==> src/rtl/seg7_pkg.sv <==
// Shared seven-segment definitions: active-low glyph table and reader FSM states.
package seg7_pkg;

  localparam logic [6:0] SEG_BLANK = 7'b1111111;

  // Index is the hex nibble; bit order {g,f,e,d,c,b,a}, active-low.
  localparam logic [6:0] SEG_PAT [16] = '{
    7'b1000000, 7'b1111001, 7'b0100100, 7'b0110000,
    7'b0011001, 7'b0010010, 7'b0000010, 7'b1111000,
    7'b0000000, 7'b0010000, 7'b0001000, 7'b0000011,
    7'b1000110, 7'b0100001, 7'b0000110, 7'b0001110
  };

  typedef enum logic [1:0] {
    IDLE,
    TRACK,
    HELD
  } state_e;

  function automatic logic [6:0] seg_encode(input logic [3:0] nib);
    return SEG_PAT[nib];
  endfunction

endpackage

==> src/rtl/seg7_decode.sv <==
// Inverse of the segment encoder table: active-low pattern to nibble / known / blank.
module seg7_decode
  import seg7_pkg::*;
(
  input  logic [6:0] pat,
  output logic [3:0] nibble,
  output logic       known,
  output logic       blank
);

  always_comb begin
    nibble = '0;
    known  = 1'b0;
    blank  = (pat == SEG_BLANK);
    for (int unsigned i = 0; i < 16; i++) begin
      if (pat == SEG_PAT[i]) begin
        nibble = 4'(i);
        known  = 1'b1;
      end
    end
  end

endmodule

==> src/rtl/seg7_reader.sv <==
// Reconstructs the hex word on a multiplexed active-low seven-segment bus,
// committing a digit only after its pattern has been stable for STABLE_CYCLES samples.
module seg7_reader
  import seg7_pkg::*;
#(
  parameter int DIGITS        = 4,
  parameter int STABLE_CYCLES = 4
) (
  input  logic                  clk,
  input  logic                  rst,
  input  logic [6:0]            seg_n,
  input  logic [DIGITS-1:0]     an_n,
  input  logic                  err_clr,
  output logic [4*DIGITS-1:0]   value,
  output logic [DIGITS-1:0]     digit_valid,
  output logic [DIGITS-1:0]     digit_blank,
  output logic                  commit,
  output logic                  frame_done,
  output logic                  err,
  output logic [2:0]            err_digit
);

  localparam int CNT_W = $clog2(STABLE_CYCLES + 1);
  localparam logic [CNT_W-1:0] CNT_MAX  = CNT_W'(STABLE_CYCLES);
  localparam logic [CNT_W-1:0] CNT_LAST = CNT_W'(STABLE_CYCLES - 1);

  logic [6:0]          s_seg_q, s_seg_d;
  logic [DIGITS-1:0]   s_an_q, s_an_d;
  state_e              state_q, state_d;
  logic [CNT_W-1:0]    cnt_q, cnt_d;
  logic [2:0]          cur_sel_q, cur_sel_d;
  logic [6:0]          cur_pat_q, cur_pat_d;
  logic [4*DIGITS-1:0] value_q, value_d;
  logic [DIGITS-1:0]   valid_q, valid_d;
  logic [DIGITS-1:0]   blank_q, blank_d;
  logic [DIGITS-1:0]   seen_q, seen_d;
  logic                commit_q, commit_d;
  logic                frame_q, frame_d;
  logic                err_q, err_d;
  logic [2:0]          err_digit_q, err_digit_d;

  logic [3:0]          zero_cnt;
  logic [2:0]          sel_idx;
  logic                sel_ok;
  logic                same;
  logic                do_commit;
  logic [DIGITS-1:0]   seen_set;
  logic [3:0]          dec_nibble;
  logic                dec_known;
  logic                dec_blank;

  seg7_decode u_decode (
    .pat    (cur_pat_q),
    .nibble (dec_nibble),
    .known  (dec_known),
    .blank  (dec_blank)
  );

  always_comb begin
    s_seg_d  = seg_n;
    s_an_d   = an_n;
    zero_cnt = '0;
    sel_idx  = '0;
    for (int unsigned i = 0; i < DIGITS; i++) begin
      if (!s_an_q[i]) begin
        zero_cnt = zero_cnt + 4'd1;
        sel_idx  = 3'(i);
      end
    end
    sel_ok = (zero_cnt == 4'd1);
    same   = (sel_idx == cur_sel_q) && (s_seg_q == cur_pat_q);
  end

  always_comb begin
    state_d   = state_q;
    cnt_d     = cnt_q;
    cur_sel_d = cur_sel_q;
    cur_pat_d = cur_pat_q;
    do_commit = 1'b0;
    if (!sel_ok) begin
      state_d = IDLE;
      cnt_d   = '0;
    end else begin
      case (state_q)
        TRACK: begin
          if (same) begin
            if (cnt_q != CNT_MAX) cnt_d = cnt_q + CNT_W'(1);
            if (cnt_q == CNT_LAST) begin
              do_commit = 1'b1;
              state_d   = HELD;
            end
          end else begin
            cur_sel_d = sel_idx;
            cur_pat_d = s_seg_q;
            cnt_d     = CNT_W'(1);
          end
        end
        HELD: begin
          if (!same) begin
            cur_sel_d = sel_idx;
            cur_pat_d = s_seg_q;
            cnt_d     = CNT_W'(1);
            state_d   = TRACK;
          end
        end
        default: begin
          cur_sel_d = sel_idx;
          cur_pat_d = s_seg_q;
          cnt_d     = CNT_W'(1);
          state_d   = TRACK;
        end
      endcase
    end
  end

  // The committed pattern is cur_pat_q, which equals s_seg_q whenever do_commit is set.
  always_comb begin
    value_d     = value_q;
    valid_d     = valid_q;
    blank_d     = blank_q;
    seen_d      = seen_q;
    seen_set    = seen_q;
    commit_d    = do_commit;
    frame_d     = 1'b0;
    err_d       = err_q & ~err_clr;
    err_digit_d = err_digit_q;
    if (do_commit) begin
      for (int unsigned i = 0; i < DIGITS; i++) begin
        if (3'(i) == cur_sel_q) begin
          seen_set[i] = 1'b1;
          if (dec_known) begin
            value_d[4*i +: 4] = dec_nibble;
            valid_d[i]        = 1'b1;
            blank_d[i]        = 1'b0;
          end else if (dec_blank) begin
            value_d[4*i +: 4] = '0;
            valid_d[i]        = 1'b0;
            blank_d[i]        = 1'b1;
          end else begin
            valid_d[i] = 1'b0;
            blank_d[i] = 1'b0;
          end
        end
      end
      if (&seen_set) begin
        frame_d = 1'b1;
        seen_d  = '0;
      end else begin
        seen_d = seen_set;
      end
      if (!dec_known && !dec_blank) begin
        err_d       = 1'b1;
        err_digit_d = cur_sel_q;
      end
    end
  end

  always_ff @(posedge clk) begin
    if (rst) begin
      s_seg_q     <= '1;
      s_an_q      <= '1;
      state_q     <= IDLE;
      cnt_q       <= '0;
      cur_sel_q   <= '0;
      cur_pat_q   <= '1;
      value_q     <= '0;
      valid_q     <= '0;
      blank_q     <= '0;
      seen_q      <= '0;
      commit_q    <= 1'b0;
      frame_q     <= 1'b0;
      err_q       <= 1'b0;
      err_digit_q <= '0;
    end else begin
      s_seg_q     <= s_seg_d;
      s_an_q      <= s_an_d;
      state_q     <= state_d;
      cnt_q       <= cnt_d;
      cur_sel_q   <= cur_sel_d;
      cur_pat_q   <= cur_pat_d;
      value_q     <= value_d;
      valid_q     <= valid_d;
      blank_q     <= blank_d;
      seen_q      <= seen_d;
      commit_q    <= commit_d;
      frame_q     <= frame_d;
      err_q       <= err_d;
      err_digit_q <= err_digit_d;
    end
  end

  assign value       = value_q;
  assign digit_valid = valid_q;
  assign digit_blank = blank_q;
  assign commit      = commit_q;
  assign frame_done  = frame_q;
  assign err         = err_q;
  assign err_digit   = err_digit_q;

endmodule

==> config.mk <==
export PLATFORM = sky130hd
export DESIGN_NAME = seg7_reader
export DESIGN_NICKNAME = d
export VERILOG_FILES = /design/src/rtl/seg7_pkg.sv /design/src/rtl/seg7_decode.sv /design/src/rtl/seg7_reader.sv
export SDC_FILE = /design/constraint.sdc
export NUM_CORES = 1
export LEC_CHECK = 0
export ABC_CLOCK_PERIOD_IN_PS = 4000
export BUFFER_PORTS_ARGS = -buffer_cell sky130_fd_sc_hd__buf_2
export CAP_MARGIN = 15
export CORE_MARGIN = 2
export CORE_UTILIZATION = 40
export CTS_CLUSTER_SIZE = 28
export DETAILED_ROUTE_END_ITERATION = 7
export MAX_ROUTING_LAYER = met4
export PLACE_DENSITY = 0.64
export REMOVE_ABC_BUFFERS = 1
export SYNTH_ARGS = -nofsm -noshare
export SYNTH_HDL_FRONTEND = slang
export SYNTH_HIERARCHICAL = 1
export SYNTH_SLANG_ARGS = --single-unit
==> constraint.sdc <==
create_clock -name clk -period 4 [get_ports clk]
set_clock_uncertainty 0.1 [all_clocks]
set_input_delay 1 -clock clk [delete_from_list [all_inputs] [get_ports clk]]
set_output_delay 1 -clock clk [all_outputs]
set_load 0.01 [all_outputs]
==> summary.txt, run 1 <==
Timing
  – Fin crit period: 3332 ps
  – RSZ-0062 raised after global routing: no
  – Final Setup Violations: 0
  – Max-slew violations: 0
  – Final hold vios: 0
  – Actual slew at the worst max-slew pin: 843.8 ps
  – Tcrit/Tclk final: 83.30%
  – FMAX: 0.3001 GHz
  – Final Hold Slack: 368.8 ps
  – Setup TNS: 0 ps
  – Rel. slew slack: 43.54%

Critical path
  – CP endpoint kind: flip-flop
  – Crit path DAT: 3470 ps
  – Dominant cell type by count on the critical path: ha_1
  – Req. time, crit path: 4130 ps
  – R2R depth: 9
  – Critical path class: flip-flop to flip-flop
  – Largest stage delay on the critical path: 630 ps
  – Top Family by Delay on Critical Path: simple AND/OR/NAND/NOR gates
  – Crit-path max FO: 22
  – Startpoint Class: flip-flop
  – Buf/Inv on CP: 1
  – Worst path cell trace: inv_1, ha_1, xnor2_1, ha_1, nor4b_1, or4_1, and2_1, nand2_1, mux2_2
  – Cell count along the critical path: 9
  – Slowest-stage cell, CP: and2_1

Place
  – Routability cong.: 0.7751
  – Placed inst area: 3319 um^2
  – I/O Buffers: 42
  – Hpwl dp: 4.642 mm

Drt
  – Via count: 2,483
  – TritonRoute pass-1 iters: 4
  – Initial drt markers: 70
  – Drc violations: 0
  – Final ANT Viol Nets: 0
  – Avg WL per Cell: 13.80 um
  – Via/cell ratio: 5.261
  – Routed WL: 6.513 mm

Die
  – Die height: 91.83 um
  – # IOs: 44
  – Die extent in x: 91.83 um
  – # rows: 32
  – Starting Density: 40.56%
  – Core area: 7607 um^2
  – Die Footprint: 8432 um^2

Global routing
  – Largest net degree at the start of global routing: 56
  – Initial antenna violation count: 0
  – Vias in the first global route: 2,251
  – Global-route wire length before repair: 10.90 mm
  – Total GRT Usage: 16.59%
  – Gr ovfl total: 0

Clocking
  – CTS tree: done
  – Post-cts resize count: 0
  – Bufs on Longest Clock Path: 2
  – Clock Tree Root: clkbuf_8
  – Clk slew on worst S/H paths: 60 ps
  – TritonCTS buffer count: 9
  – Clk_lat worst skew: 340 ps
  – Number of post-CTS setup repair buffers: 0
  – CTS sink count: 58
  – Cts-stage hold buffer count: 0
  – Clock H-tree levels: 3

Final layout
  – Layout Nets: 387
  – P&R area growth vs syn: 15.00%
  – Most frequent cells in the layout: 58 x dfxtp_1, 42 x buf_2, 31 x nand2b_1
  – Layout cell share with drive strength beyond 1: 25.95%
  – Post-Layout Inst Area: 3548 um^2
  – Commonest non-fill, non-tap cell in the layout: dfxtp_1
  – Ant. Diodes: 0

Yosys
  – Ys async rst share: 0%
  – Yosys warnings: 6
  – EDFF count, synth: 0
  – Mapped cell area: 3085 um^2
  – Syn Area/Cell: 9.322 um^2
  – Top FF cell, synth: dfxtp_1
  – Yosys reg bits: 58
  – Cells after synthesis: 331
  – Sequential area share after synthesis: 37.63%
  – Synth cell types: 64

Power and ir drop
  – Overall Power: 1.469 mW
  – Power density cells: 413.9 nW/um^2
  – Max VDD drop: 0.2453 mV
  – Pleak: 1.453 nW

Run
  – Max-cap viol count: 0

Status
  – Run status: finished clean

Min path
  – WHS Path Cells: 2
  – Hold crit path type: flip-flop to flip-flop
==> layer usage <==
| metal | share of wire (%) | up-vias | wire length [um] | track usage, % |
|---|---|---|---|---|
| met1 | 50 | 1151 | 3284 | 21.77 |
| met2 | 44 | 48 | 2878 | 24.14 |
| met3 | 3.7 | 13 | 239 | 4.766 |
| met4 | 1.7 | 0 | 110 | 6.592 |
| met5 | 0 | - | 0 | - |
| li1 | - | 1271 | - | - |
==> kinds of logic after synthesis <==
logic type	count (synthesis)	share of synthesized area (%)
AO/OA/AOI/OAI	78	19.79
XOR/XNOR	10	2.838
adder cells (fa/ha/maj)	8	3.244
buffers and inverters	32	4.947
flip-flops	58	37.63
multiplexers	11	3.690
other	1	0.1215
AND/OR/NAND/NOR	133	27.74
==> area by class of cell <==
type                    count  area [um^2]
inverters                  13        48.80
multi-input cells         241         1772
fillers                   752         4059
clock inverters             4        73.82
flip-flops and latches     58         1161
well taps                 102        127.6
repair buffers             42        210.2
clock buffers              12        155.1
==> state kept, by name, indices dropped and copies added, names as in the netlist, 2 cells and up <==
register and flops:
cnt_q 3, state_q 2, err_digit 2, s_an_q 4
seen_q 4, value 16, digit_valid 4, digit_blank 4
cur_pat_q 7, s_seg_q 7, cur_sel_q 2
==> synth_stat cells, drive strengths merged (3+ instances only) <==
cell type | number | area (um^2)
a211oi | 3 | 22.52
a21boi | 3 | 22.52
a21o | 7 | 52.55
a21oi | 11 | 58.81
a31o | 9 | 78.83
a31oi | 8 | 50.05
buf | 10 | 70.06
clkbuf | 9 | 33.78
dfxtp | 58 | 1161
ha | 8 | 100.1
inv | 13 | 48.80
mux2 | 3 | 33.78
mux2i | 8 | 80.08
nand2 | 16 | 60.06
nand2b | 31 | 193.9
nand3 | 15 | 75.07
nand3b | 5 | 37.54
nand4 | 6 | 37.54
nor2 | 13 | 48.80
nor2b | 7 | 51.30
nor3 | 7 | 35.03
nor4b | 6 | 112.6
o21ai | 4 | 23.77
o22ai | 17 | 106.4
or2 | 12 | 75.08
or3 | 3 | 23.77
xnor2 | 5 | 43.79
xor2 | 5 | 43.79
==> worst min-delay path, cell delays in order (launching register included) <==
cell and delay, ps:
dfxtp_1 310, nand2b_1 60, a21oi_1 60
==> path summary, 6_finish.rpt <==
path                   startpoint                   endpoint  slack, ps
min reg2reg        err$_SDFF_PP0_             err$_SDFF_PP0_        370
min                err$_SDFF_PP0_             err$_SDFF_PP0_        370
max reg2reg  s_an_q[1]$_SDFF_PP1_  cur_sel_q[0]$_SDFFE_PP0P_        670
max          s_an_q[1]$_SDFF_PP1_  cur_sel_q[0]$_SDFFE_PP0P_        670
==> report_power, final <==
part	switching (mW)	total, mW	internal [mW]
Combinational	0.115	0.200	0.0856
Sequential	0.0527	0.650	0.597
Clock	0.233	0.618	0.385
Total	0.401	1.47	1.07
==> per-stage QoR <==
stage / worst slack (ps) / util [%] / cells
2_1_floorplan: 1105 / - / 312
3_5_place_dp: 680.0 / 43.63 / 456
6_report: 667.9 / 46.64 / 472
5_1_grt: 378.5 / 46.64 / 472
3_3_place_gp: 857.3 / 43.63 / 456
4_1_cts: 672.2 / 46.64 / 472
Power figures use the tool's default switching activity.
==> inputs of run 2 (changes only) <==
--- a/config.mk
+++ b/config.mk
@@ -5,7 +5,8 @@
 export SDC_FILE = /design/constraint.sdc
 export NUM_CORES = 1
 export LEC_CHECK = 0
-export ABC_CLOCK_PERIOD_IN_PS = 4000
+export ABC_AREA = 1
+export ABC_CLOCK_PERIOD_IN_PS = 3400
 export BUFFER_PORTS_ARGS = -buffer_cell sky130_fd_sc_hd__buf_2
 export CAP_MARGIN = 15
 export CORE_MARGIN = 2
==> constraint.sdc (replaced) <==
create_clock -name clk -period 3.4 [get_ports clk]
set_clock_uncertainty 0.1 [all_clocks]
set_input_delay 0.85 -clock clk [delete_from_list [all_inputs] [get_ports clk]]
set_output_delay 0.85 -clock clk [all_outputs]
set_load 0.01 [all_outputs]
==> run 2 against run 1 <==
Net effect: non-clock buffer count grew 4; maximum frequency rose by 25%; synthesized cell count is 20% higher; sequential power is 14% higher; via count is 4.4% higher; critical path depth increased by 7; final area shrank 5.5%; die area decreased by 5.7%; largest power group unchanged; highest routed layer unchanged.
==> summary.txt, run 2 <==
Timing
  – Setup TNS: 0 ps
  – Max-slew violations: 0
  – Rel. slew slack: 63.55%
  – FMAX: 0.3765 GHz
  – RSZ-0062 raised after global routing: no
  – Fin crit period: 2656 ps
  – Final hold vios: 0
  – Tcrit/Tclk final: 78.12%
  – Final Setup Violations: 0
  – Actual slew at the worst max-slew pin: 546.2 ps

Yosys
  – Area contributors post-synth: dfxtp_1 40%, nand2_1 11%, a21oi_1 5.9%, inv_1 5.7%, nand4_1 4.7%
  – Top-count cell post-synth: nand2_1
  – Sequential area share after synthesis: 40.02%
  – Cells after synthesis: 398
  – Top FF cell, synth: dfxtp_1
  – Synth top cells by count: 88 x nand2_1, 58 x dfxtp_1, 44 x inv_1
  – Ys async rst share: 0%
  – EDFF count, synth: 0
  – Mapped cell area: 2902 um^2
  – Synth top area share: 40.02%
  – Syn Area/Cell: 7.290 um^2
  – Yosys warnings: 6
  – Synth cell types: 37
  – Synth area leader: dfxtp_1
  – Yosys reg bits: 58

Final layout
  – Layout Nets: 462
  – Ant. Diodes: 0
  – P&R area growth vs syn: 15.52%
  – Layout cell share with drive strength beyond 1: 23.20%
  – Most frequent cells in the layout: 88 x nand2_1, 58 x dfxtp_1, 44 x inv_1
  – Max reg flops: 16
  – Commonest non-fill, non-tap cell in the layout: nand2_1
  – Fin util: 46.97%

Drt
  – Top sig layer: met4
  – TritonRoute pass-1 iters: 4
  – Met2 wire length: 2.854 mm
  – Avg WL per Cell: 11.47 um
  – Met1 wire length: 3.001 mm
  – Via count: 2,592
  – Final ANT Viol Nets: 0
  – Routed WL: 6.226 mm
  – Initial drt markers: 127
  – Via/cell ratio: 4.773
  – Drc violations: 0
  – Met3 wire len: 228 um

Critical path
  – Crit-path max FO: 40
  – Startpoint Class: flip-flop
  – Top Family by Delay on Critical Path: simple AND/OR/NAND/NOR gates
  – Worst path cell trace: inv_1, ha_1, inv_1, nand2_1, nand2_1, inv_1, ha_1, inv_1, nor2_1, xor2_1, nand3_2, nor2_4, buf_4, nand2_1, nand2_1, nor2_1
  – Largest stage delay on the critical path: 360 ps
  – Req. time, crit path: 3530 ps
  – Critical path class: flip-flop to flip-flop
  – Buf/Inv on CP: 5
  – CP endpoint kind: flip-flop
  – Cell count along the critical path: 16
  – Crit path DAT: 2790 ps
  – R2R depth: 16
  – Slowest-stage cell, CP: buf_4

Power and ir drop
  – Max VDD drop: 0.2599 mV
  – Overall Power: 1.554 mW
  – Power density cells: 463.5 nW/um^2
  – Pleak: 1.611 nW

Clocking
  – Clock H-tree levels: 3
  – TritonCTS buffer count: 9
  – Cts-stage hold buffer count: 0
  – CTS tree: done
  – Clock Tree Root: clkbuf_8
  – Clk_lat worst skew: 340 ps
  – CTS sink count: 58
  – Number of post-CTS setup repair buffers: 0
  – Bufs on Longest Clock Path: 2
  – Post-cts resize count: 0
  – Clk slew on worst S/H paths: 70 ps

Place
  – Hpwl dp: 4.476 mm
  – Routability cong.: 0.7872
  – I/O Buffers: 42

Die
  – Die extent in x: 89.17 um
  – Starting Density: 40.66%
  – Die Footprint: 7951 um^2
  – # rows: 31
  – Core area: 7137 um^2
  – Die height: 89.17 um
  – # IOs: 44

Global routing
  – Total GRT Usage: 17.57%
  – Initial antenna violation count: 0
  – Global-route wire length before repair: 10.49 mm
  – Gr ovfl total: 0
  – Largest net degree at the start of global routing: 41
  – Vias in the first global route: 2,303

Status
  – Run status: finished clean

Run
  – Max-cap viol count: 0

Min path
  – Hold crit path type: flip-flop to flip-flop
  – WHS Path Cells: 2
-- run 2: kinds of logic (layout without fill, tap and decap cells) --
logic type | after synthesis | after routing | share of synthesized area (%)
buffers and inverters | 65 | 111 | 9.789
other | 1 | 1 | 0.1292
DFF | 58 | 58 | 40.02
and+or+nand+nor | 204 | 204 | 34.41
AOI/OAI and AO/OA | 59 | 59 | 11.30
adders and majority gates | 8 | 8 | 3.450
xor gates and xnor gates | 3 | 3 | 0.9057
-- run 2: power breakdown --
group / switching [mW] / internal, mW / leakage (nW) / total [mW]
registers: 0.0389 / 0.703 / 0.473 / 0.742
clock network: 0.272 / 0.330 / 0.0986 / 0.602
logic: 0.142 / 0.0679 / 1.04 / 0.210
-- run 2: cell type report --
cell class              instances  area (um^2)
well taps                      99        123.9
multi-input cells             275         1456
clock inverters                 6        58.81
repair buffers                 46        240.2
flip-flops and latches         58         1161
inverters                      50        187.7
fillers                       768         3785
clock buffers                   9        123.9
-- run 2: tightest hold or removal path: cells and delay by family, from the launching register on --
family	cells	cell delay, ps
and+or+nand+nor	1	60
AOI/OAI and AO/OA	1	50
DFF	1	310
-- run 2: stage by stage --
step / worst slack (ps) / cells / cell area [um^2] / hold WS [ps]
2_1_floorplan: 843.0 / 383 / 2805 / 337.1
3_3_place_gp: 857.4 / 528 / 3169 / 347.5
3_5_place_dp: 768.2 / 528 / 3169 / 352.8
4_1_cts: 743.5 / 543 / 3352 / 363.7
5_1_grt: 475.6 / 543 / 3352 / 379.2
6_report: 743.9 / 543 / 3352 / 362.0
-- run 2: final timing paths --
path                                       startpoint                     end  slack [ps]
worst min-delay path            value[5]$_SDFFE_PP0P_   value[5]$_SDFFE_PP0P_         360
worst min register to register  value[5]$_SDFFE_PP0P_   value[5]$_SDFFE_PP0P_         360
worst max register to register   s_an_q[1]$_SDFF_PP1_  seen_q[1]$_SDFFE_PP0N_         740
worst max-delay path             s_an_q[1]$_SDFF_PP1_  seen_q[1]$_SDFFE_PP0N_         740
-- run 2: per-layer routing --
metal | vias to the layer above | track usage, %
met1 | 1155 | 22.54
met4 | 0 | 8.277
li1 | 1378 | -
met5 | - | -
met3 | 11 | 3.786
met2 | 48 | 26.33
==> inputs of run 3 (changes only) <==
--- a/config.mk
+++ b/config.mk
@@ -6,7 +6,7 @@
 export NUM_CORES = 1
 export LEC_CHECK = 0
 export ABC_AREA = 1
-export ABC_CLOCK_PERIOD_IN_PS = 3400
+export ABC_CLOCK_PERIOD_IN_PS = 2400
 export BUFFER_PORTS_ARGS = -buffer_cell sky130_fd_sc_hd__buf_2
 export CAP_MARGIN = 15
 export CORE_MARGIN = 2
@@ -14,7 +14,7 @@
 export CTS_CLUSTER_SIZE = 28
 export DETAILED_ROUTE_END_ITERATION = 7
 export MAX_ROUTING_LAYER = met4
-export PLACE_DENSITY = 0.64
+export PLACE_DENSITY = 0.67
 export REMOVE_ABC_BUFFERS = 1
 export SYNTH_ARGS = -nofsm -noshare
 export SYNTH_HDL_FRONTEND = slang
==> constraint.sdc (replaced) <==
create_clock -name clk -period 2.4 [get_ports clk]
set_clock_uncertainty 0.1 [all_clocks]
set_input_delay 0.6 -clock clk [delete_from_list [all_inputs] [get_ports clk]]
set_output_delay 0.6 -clock clk [all_outputs]
set_load 0.01 [all_outputs]
==> run 3 against run 2 <==
Net effect: final area increased by 9.5%; global-route usage increased by 1.5 points; clock power increased by 62%; largest power group unchanged; setup slack got worse by 740 ps; count of clock-buffer cells in the layout increased by 1; flip-flop and latch count unchanged; first-iteration DRC count increased by 45%.
==> summary.txt, run 3 (synthesis gave the netlist of run 2 again) <==
Global routing
  – Gr ovfl total: 0
  – Initial antenna violation count: 0
  – Vias in the first global route: 2,414
  – Total GRT Usage: 19.02%
  – Global-route wire length before repair: 11.32 mm
  – Largest net degree at the start of global routing: 36

Final layout
  – Most frequent cells in the layout: 76 x nand2_1, 55 x dfxtp_1, 42 x buf_2
  – Finished Layout Cells: 557
  – Max reg flops: 16
  – Layout Nets: 476
  – Layout cell share with drive strength beyond 1: 31.22%
  – Ant. Diodes: 0
  – Commonest non-fill, non-tap cell in the layout: nand2_1
  – P&R area growth vs syn: 26.48%
  – Fin util: 51.42%

Clocking
  – TritonCTS buffer count: 9
  – Clock Tree Root: clkbuf_8
  – CTS tree: done
  – Bufs on Longest Clock Path: 2
  – CTS sink count: 58
  – Cts-stage hold buffer count: 0
  – Clock H-tree levels: 3
  – Clk slew on worst S/H paths: 70 ps
  – Clk_lat worst skew: 340 ps

Drt
  – Via/cell ratio: 5.016
  – Initial drt markers: 184
  – Routed WL: 7.080 mm
  – TritonRoute pass-1 iters: 5
  – Final ANT Viol Nets: 0
  – Avg WL per Cell: 12.71 um
  – Drc violations: 0
  – Via count: 2,794

Place
  – I/O Buffers: 42
  – Hpwl dp: 4.585 mm
  – Routability cong.: 0.8600
  – Placed insts: 532
  – Dpl ws: -27.71 ps

Die
  – Die Footprint: 7951 um^2
  – Starting Density: 40.66%
  – # IOs: 44
  – # rows: 31
  – Die height: 89.17 um
  – Core area: 7137 um^2
  – Die extent in x: 89.17 um

Timing
  – Max-slew violations: 0
  – Rel. slew slack: 53.18%
  – Final Setup Violations: 0
  – FMAX: 0.4178 GHz
  – Setup TNS: 0 ps
  – Fin crit period: 2394 ps
  – RSZ-0062 raised after global routing: yes
  – Actual slew at the worst max-slew pin: 701.5 ps
  – PnR worst setup slack: 6.425 ps
  – Final hold vios: 0
  – Tcrit/Tclk final: 99.73%

Critical path
  – R2R depth: 17
  – Crit-path max FO: 5
  – Worst R2R Start: s_an_q[1]$_SDFF_PP1_
  – Crit path DAT: 2530 ps
  – Req. time, crit path: 2540 ps
  – Crit path to: digit_blank[1]$_SDFFE_PP0P_
  – Flop2flop setup slack: 6 ps
  – Critical path class: flip-flop to flip-flop
  – CP endpoint kind: flip-flop
  – Startpoint Class: flip-flop
  – Worst reg2reg endpoint: digit_blank[1]$_SDFFE_PP0P_
  – Worst Setup SP: s_an_q[1]$_SDFF_PP1_

Power and ir drop
  – Power density cells: 646.0 nW/um^2
  – Pleak: 1.706 nW
  – Overall Power: 2.371 mW
  – Max VDD drop: 0.3194 mV

Status
  – Run status: finished clean

Run
  – Max-cap viol count: 0

Min path
  – WHS Path Cells: 2
  – Hold crit path type: input pin to flip-flop
==> run 3: cell types whose count changed in the layout (fill, tap and decap cells not counted), moves of 5 or more <==
cell     before  now
inv_1        44   39
nand2_2       4   14
buf_4         4   11
nand2_1      88   76
inv_2         5   10
==> run 3: worst max-delay path, cell delays in order (launching register included) <==
cell and delay, ps:
dfxtp_2 340, inv_2 50, ha_4 270, inv_2 30
nand2_2 50, nand2_2 60, inv_2 60, ha_4 120
inv_2 30, nor2_2 100, xor2_1 210, nand3_2 130
nor2_4 200, buf_4 160, clkbuf_16 140, nand2_1 60
o21ai_1 120, nor2_1 50
==> run 3: worst min-delay path by stage <==
stage,from,endpoint
2_1_floorplan,seen_q[0]$_SDFFE_PP0N_,seen_q[0]$_SDFFE_PP0N_
4_1_cts,seg_n[5],s_seg_q[5]$_SDFF_PP1_
6_report,seg_n[5],s_seg_q[5]$_SDFF_PP1_
3_5_place_dp,digit_valid[2]$_SDFFE_PP0P_,digit_valid[2]$_SDFFE_PP0P_
3_3_place_gp,digit_valid[1]$_SDFFE_PP0P_,digit_valid[1]$_SDFFE_PP0P_
5_1_grt,seg_n[6],s_seg_q[6]$_SDFF_PP1_
==> run 3: report_power, final <==
group | internal, mW | switching [mW]
clock network | 0.577 | 0.397
logic | 0.119 | 0.225
registers | 0.997 | 0.0566
total | 1.69 | 0.678
==> run 3: through the flow <==
step / hold WS (ps) / instance area, um^2
6_report: 338.7 / 3670
2_1_floorplan: 337.1 / 2805
5_1_grt: 322.8 / 3670
3_5_place_dp: 347.8 / 3212
4_1_cts: 315.6 / 3478
3_3_place_gp: 347.8 / 3212
==> run 3: layout make-up <==
| type | instances | area (um^2) |
|---|---|---|
| inverters | 50 | 187.7 |
| clock inverters | 5 | 80.08 |
| fillers | 700 | 3467 |
| well taps | 99 | 123.9 |
| multi-input cells | 275 | 1555 |
| flip-flops and latches | 58 | 1165 |
| clock buffers | 10 | 127.6 |
| repair buffers | 60 | 430.4 |
==> run 3: routing by layer <==
layer | wire (um) | share of wire (%) | global-route usage, % | vias to the layer above
met5 | 0 | 0 | - | -
met4 | 83 | 1.2 | 7.327 | 0
met3 | 404 | 5.7 | 4.986 | 8
met2 | 3293 | 47 | 28.22 | 91
met1 | 3299 | 47 | 24.79 | 1289
li1 | - | - | - | 1406
==> run 3: timing repair <==
item	in CTS	in global routing
buffers inserted	2	4
gates cloned	1	4
setup endpoints to repair	23	46
endpoints found under the hold margin	0	0
gates resized for setup	2	32
pin swaps	2	19
